[config.mk]
export PLATFORM = sky130hd
export DESIGN_NAME = mac_dot_accumulator
export DESIGN_NICKNAME = d
export VERILOG_FILES = /design/src/rtl/mac_dot_accumulator.sv
export SDC_FILE = /design/constraint.sdc
export NUM_CORES = 1
export LEC_CHECK = 0
export CORE_MARGIN = 1
export CORE_UTILIZATION = 30
export CTS_BUF_LIST = sky130_fd_sc_hd__clkbuf_8
export CTS_CLUSTER_SIZE = 25
export DETAILED_ROUTE_END_ITERATION = 6
export GPL_ROUTABILITY_DRIVEN = 1
export SYNTH_ARGS = -nofsm -noshare
export SYNTH_HDL_FRONTEND = slang
export SYNTH_SLANG_ARGS = --single-unit
[constraint.sdc]
create_clock -name clk -period 2.02 [get_ports clk]
set_input_delay 0.303 -clock clk [delete_from_list [all_inputs] [get_ports clk]]
set_output_delay 0.303 -clock clk [all_outputs]
set_load 0.05 [all_outputs]
[src/rtl/mac_dot_accumulator.sv]
// Dot-product accumulator: registers 4x4 array-multiplier products and sums N_TERMS of them.
// Optional build macro SAT_ACCUM_EN: saturating accumulator with a sticky out_ovf flag.

module arraymultiplier (
    input  logic [3:0] a,
    input  logic [3:0] b,
    output logic [7:0] m
);
    logic [3:0][3:0] pp;

    always_comb begin
        m = '0;
        for (int i = 0; i < 4; i++) begin
            pp[i] = a & {4{b[i]}};
            m = m + (8'(pp[i]) << i);
        end
    end
endmodule

module mac_dot_accumulator #(
    parameter int N_TERMS = 4,
    parameter int ACC_W   = 12,
    parameter int CNT_W   = 8
) (
    input  logic             clk,
    input  logic             rst_n,
    input  logic             clr,
    input  logic             in_valid,
    output logic             in_ready,
    input  logic [3:0]       in_a,
    input  logic [3:0]       in_b,
    output logic             out_valid,
    input  logic             out_ready,
    output logic [ACC_W-1:0] out_sum
`ifdef SAT_ACCUM_EN
    ,
    output logic             out_ovf
`endif
);
    // state | meaning
    // RUN   | accepting operand pairs until N_TERMS have been taken
    // DRAIN | inputs closed, waiting for the final product to be added
    // DONE  | result presented on out_sum, waiting for out_ready
    typedef enum logic [1:0] {RUN, DRAIN, DONE} state_t;

    state_t           state, state_nxt;
    logic             rst_done;
    logic [7:0]       m;
    logic [7:0]       p_q;
    logic             p_vld;
    logic [ACC_W-1:0] acc, acc_nxt;
    logic [CNT_W-1:0] acc_cnt, acc_in_cnt;
    logic             ovf, sat_hit;
    logic             accept, handshake;

    arraymultiplier u_mult (
        .a (in_a),
        .b (in_b),
        .m (m)
    );

    // rst_done keeps in_ready low while reset is held, without using rst_n as data
    assign in_ready  = rst_done && (state == RUN) && (acc_in_cnt < CNT_W'(N_TERMS));
    assign accept    = in_valid && in_ready && !clr;
    assign handshake = (state == DONE) && out_ready;
    assign out_valid = (state == DONE);
    assign out_sum   = acc;

`ifdef SAT_ACCUM_EN
    logic [ACC_W:0] sum_full;
    always_comb begin
        sum_full = {1'b0, acc} + (ACC_W+1)'(p_q);
        sat_hit  = sum_full[ACC_W];
        acc_nxt  = sat_hit ? '1 : sum_full[ACC_W-1:0];
    end
    assign out_ovf = ovf;
`else
    always_comb begin
        acc_nxt = acc + ACC_W'(p_q);
        sat_hit = 1'b0;
    end
`endif

    always_comb begin
        state_nxt = state;
        if (clr) begin
            state_nxt = RUN;
        end else begin
            case (state)
                RUN:   if (accept && (acc_in_cnt == CNT_W'(N_TERMS - 1))) state_nxt = DRAIN;
                DRAIN: if (p_vld && (acc_cnt == CNT_W'(N_TERMS - 1)))     state_nxt = DONE;
                DONE:  if (out_ready)                                      state_nxt = RUN;
                default: state_nxt = RUN;
            endcase
        end
    end

    always_ff @(posedge clk or negedge rst_n) begin
        if (!rst_n) begin
            state    <= RUN;
            rst_done <= 1'b0;
        end else begin
            state    <= state_nxt;
            rst_done <= 1'b1;
        end
    end

    always_ff @(posedge clk or negedge rst_n) begin
        if (!rst_n) begin
            p_q        <= '0;
            p_vld      <= 1'b0;
            acc        <= '0;
            acc_cnt    <= '0;
            acc_in_cnt <= '0;
            ovf        <= 1'b0;
        end else if (clr) begin
            p_q        <= '0;
            p_vld      <= 1'b0;
            acc        <= '0;
            acc_cnt    <= '0;
            acc_in_cnt <= '0;
            ovf        <= 1'b0;
        end else begin
            p_vld <= accept;
            if (accept) begin
                p_q        <= m;
                acc_in_cnt <= acc_in_cnt + CNT_W'(1);
            end
            // p_vld is never set in DONE, so the handshake clear cannot race an add
            if (handshake) begin
                acc        <= '0;
                acc_cnt    <= '0;
                acc_in_cnt <= '0;
                ovf        <= 1'b0;
            end else if (p_vld) begin
                acc     <= acc_nxt;
                acc_cnt <= acc_cnt + CNT_W'(1);
                ovf     <= ovf | sat_hit;
            end
        end
    end
endmodule

==> results by group, run 1 <==
Outcome
  • Status: finished with violations
  • Failing checks: setup timing

Power and ir drop
  • Pwr per Cell Area: 557 nW/um2
  • Total power: 1.80 mW
  • Pleak: 1.45 nW
  • Peak supply drop: 0.227 mV

Critical path
  • RR Startpoint: out_sum[2]
  • CP Capture Type: flop
  • Worst path most repeated cell: fa_1
  • Critical-path cell list: buf_6 -> and2_4 -> fa_1 -> inv_1 -> fa_1 -> inv_2 -> ha_4 -> fa_2 -> a21o_1 -> a21oi_2 -> xnor2_1 -> nand3_1 -> a21oi_1
  • Worst EP arrival: 2.79 ns
  • Worst path slowest cell: fa_1
  • Critical Setup Path Class: input pin to flop
  • Crit path largest cell delay: 0.53 ns
  • Crit-path max FO: 2
  • CP delay by family, top: adder cells
  • WP data required: 2.24 ns
  • Critical Path Source Type: input pin
  • Count of buffer and inverter cells on the critical path: 3
  • Reg2reg setup slack: 0.11 ns
  • Crit path from: in_b[2]

Finish
  • Fin util: 41.4%
  • Number of diodes: 0
  • Non-Filler Instances: 404
  • Filler cells: 784
  • Post-route cell area: 3230 um2
  • Area grow syn2layout: 31.8%
  • Final nets: 340
  • Share of layout cells above drive strength 1: 24.5%

Drt
  • # DRC: 0
  • Antenna viol nets, final: 0
  • DR vias: 1903
  • Vias per cell: 4.71
  • Total Wirelength: 5.00 mm
  • Iter 0 DRT Violations: 66
  • WL per Instance: 12.4 um
  • Drt first pass iters: 4

Run
  • Number of max-cap violations: 0

Synthesis
  • Top cells by area, synth: dfrtp_1 (41%), ha_1 (10%), fa_1 (4.9%), a21oi_1 (3.7%), nand2_1 (3.7%)
  • Post-synthesis sequential area ratio: 40.8%
  • Post-Synthesis Cells: 251
  • Post-Synth Adder-Cell Area: 15.1%
  • Yosys top cell by area: dfrtp_1
  • Synth Area in Compound Gates: 14.1%
  • Synth warnings: 0
  • Synth top area share: 40.8%
  • Mapped cell area: 2450 um2
  • Largest family of logic cells by synthesized area: simple AND/OR/NAND/NOR gates
  • Syn Nets: 290
  • Async SR Flop Fraction: 100%
  • Unique cell type count in the Yosys netlist: 48
  • Xor and xnor area share after synthesis: 4.65%
  • Ys flop type: dfrtp_1
  • Post-synth EDFFs: 0
  • Simple-gate share of the synthesized area: 20.9%
  • Synthesis-stage register bit count: 40
  • Mux contribution to synthesized area: 1.23%
  • Syn_area_per_cell: 9.77 um2

CTS
  • Longest Clk Path Bufs: 2
  • CTS H-tree lvls: 2
  • Worst-path clk slew: 0.08 ns
  • TritonCTS clock tree: yes
  • Clk root buf: clkbuf_8
  • CTS sink count: 40
  • TritonCTS Buffers: 5
  • Clk Latency, worst-skew pair: 0.29 ns

Timing
  • Max Slew Vio Count: 0
  • Final Hold Vio Count: 0
  • FMAX: 388 MHz
  • Slew HR: 65.1%
  • Min cycle time layout: 2.57 ns
  • Fin Clk Skew: 0.00264 ns
  • Min Hold Slack: 0.366 ns
  • Final setup violation count: 5
  • RSZ-0062 raised after global routing: yes
  • Period utilization: 127%
  • Actual slew at the worst max-slew pin: 0.523 ns
  • Worst setup margin: -0.555 ns

GRT
  • GRT Util Overall: 13.3%
  • Antenna violations before repair: 0
  • Remaining Overflow, GRT: 0
  • Vias in the first global route: 1960
  • Largest net degree at the start of global routing: 25
  • First-pass GRT wire length: 9.05 mm

Placement
  • Port bufs: 26
  • Gpl congestion: 0.737
  • Final HPWL DP: 3.88 mm
  • Dpl cells: 390
  • Post-DP Area: 2980 um2

Die
  • Die area: 8540 um2
  • Num ports: 27
  • Core ar.: 7810 um2
  • Starting density of the core: 31.4%
  • Cell row count: 32
  • Die W: 92.4 um
  • Die H: 92.4 um

Hold path
  • HP Start: in_b[0]
  • Worst hold path type: input pin to flop
-- synthesized netlist by cell type, types with 3 or more instances --
library cell,instances
ha_1,20
o211ai_1,3
clkbuf_1,4
mux2i_1,3
nor2_1,16
dfrtp_1,40
and2_1,14
or3_1,4
a21o_1,5
a21oi_1,18
nand3_1,10
xor2_1,7
nand2b_1,4
o21ai_0,12
xnor2_1,6
inv_1,10
nor2b_1,4
fa_1,6
nand4_1,5
nand2_1,24
-- cells in the final DEF, fill, tap and decap left out, types with 7 or more instances in the layout --
cell,instances
and2_1,10
o21ai_0,12
a21oi_1,14
inv_1,8
nor2_1,16
dfrtp_1,38
xor2_1,7
ha_1,15
nand3_1,10
buf_4,23
clkdlybuf4s50_1,15
nand2_1,24
-- metal layers --
metal | GRT usage, % | wire [um] | up-vias
li1 | - | - | 981
met1 | 17.8 | 2360 | 886
met2 | 21.6 | 2430 | 32
met3 | 2.63 | 147 | 4
met4 | 4.30 | 63 | 0
met5 | 0 | 0 | -
-- per-stage QoR --
stage	setup slack, ns	TNS, ns
floorplan	-0.693	-1.95
global placement	-1.19	-4.57
detailed placement	-1.25	-4.84
CTS	-0.612	-1.91
global route	-0.639	-2.21
finish	-0.555	-1.77
-- layout make-up --
cell class              instances  area [um2]  area share [%]
multi-input cells             194        1500            46.5
flip-flops and latches         40        1000            31.1
repair buffers                 50         448            13.9
well taps                     102         128            3.95
inverters                      10        37.5            1.16
clock inverters                 3        42.5            1.32
clock buffers                   5        68.8            2.13
-- final timing paths --
path,depth (start not counted),to
setup / recovery,13,p_q[7]
hold / removal,4,p_q[0]
setup reg to reg,7,out_sum[6]
hold reg to reg,1,acc_in_cnt[6]
max in group asynchronous,3,out_sum[1]
min in group asynchronous,2,acc_in_cnt[3]
-- registers in the layout, indices dropped and copies added, names as in the netlist --
signal,cells
rst_done,1
p_q,8
state,2
out_sum,12
p_vld,1
acc_cnt,8
acc_in_cnt,8
-- logic make-up (layout without fill, tap and decap cells) --
kind of cell	after synthesis	after routing
compound gates	55	55
other cells	1	1
mux	3	3
buf+inv	17	68
simple gates	96	96
flops	40	40
xor+xnor	13	13
fa+ha+maj	26	26
-- power breakdown --
| part | total (mW) | leakage, nW | switching [mW] | internal, mW |
|---|---|---|---|---|
| registers | 0.836 | 0.549 | 0.0179 | 0.818 |
| logic | 0.318 | 0.850 | 0.162 | 0.156 |
| clock network | 0.645 | 0.0541 | 0.279 | 0.365 |
-- worst register-to-register path, stage by stage, from the launching register on --
cell	delay (ns)
dfrtp_1	0.41
ha_1	0.34
nor2b_2	0.18
o2111ai_2	0.18
buf_4	0.14
nand2_1	0.05
o311a_1	0.28
a32o_1	0.22
-- what timing repair did --
action,in CTS,in global routing
setup buffers,4,1
setup endpoints to repair,6,8
pin swaps,10,15
endpoints found under the hold margin,12,0
hold buffers,1,0
resized for setup,35,13
(Power assumes the default switching activity.)
==> inputs of run 2 (changes only) <==
Settings changed: HOLD_SLACK_MARGIN set to 0.1.
==> results of run 2 <==
Final layout, timing and power as in run 1 (identical DEF).
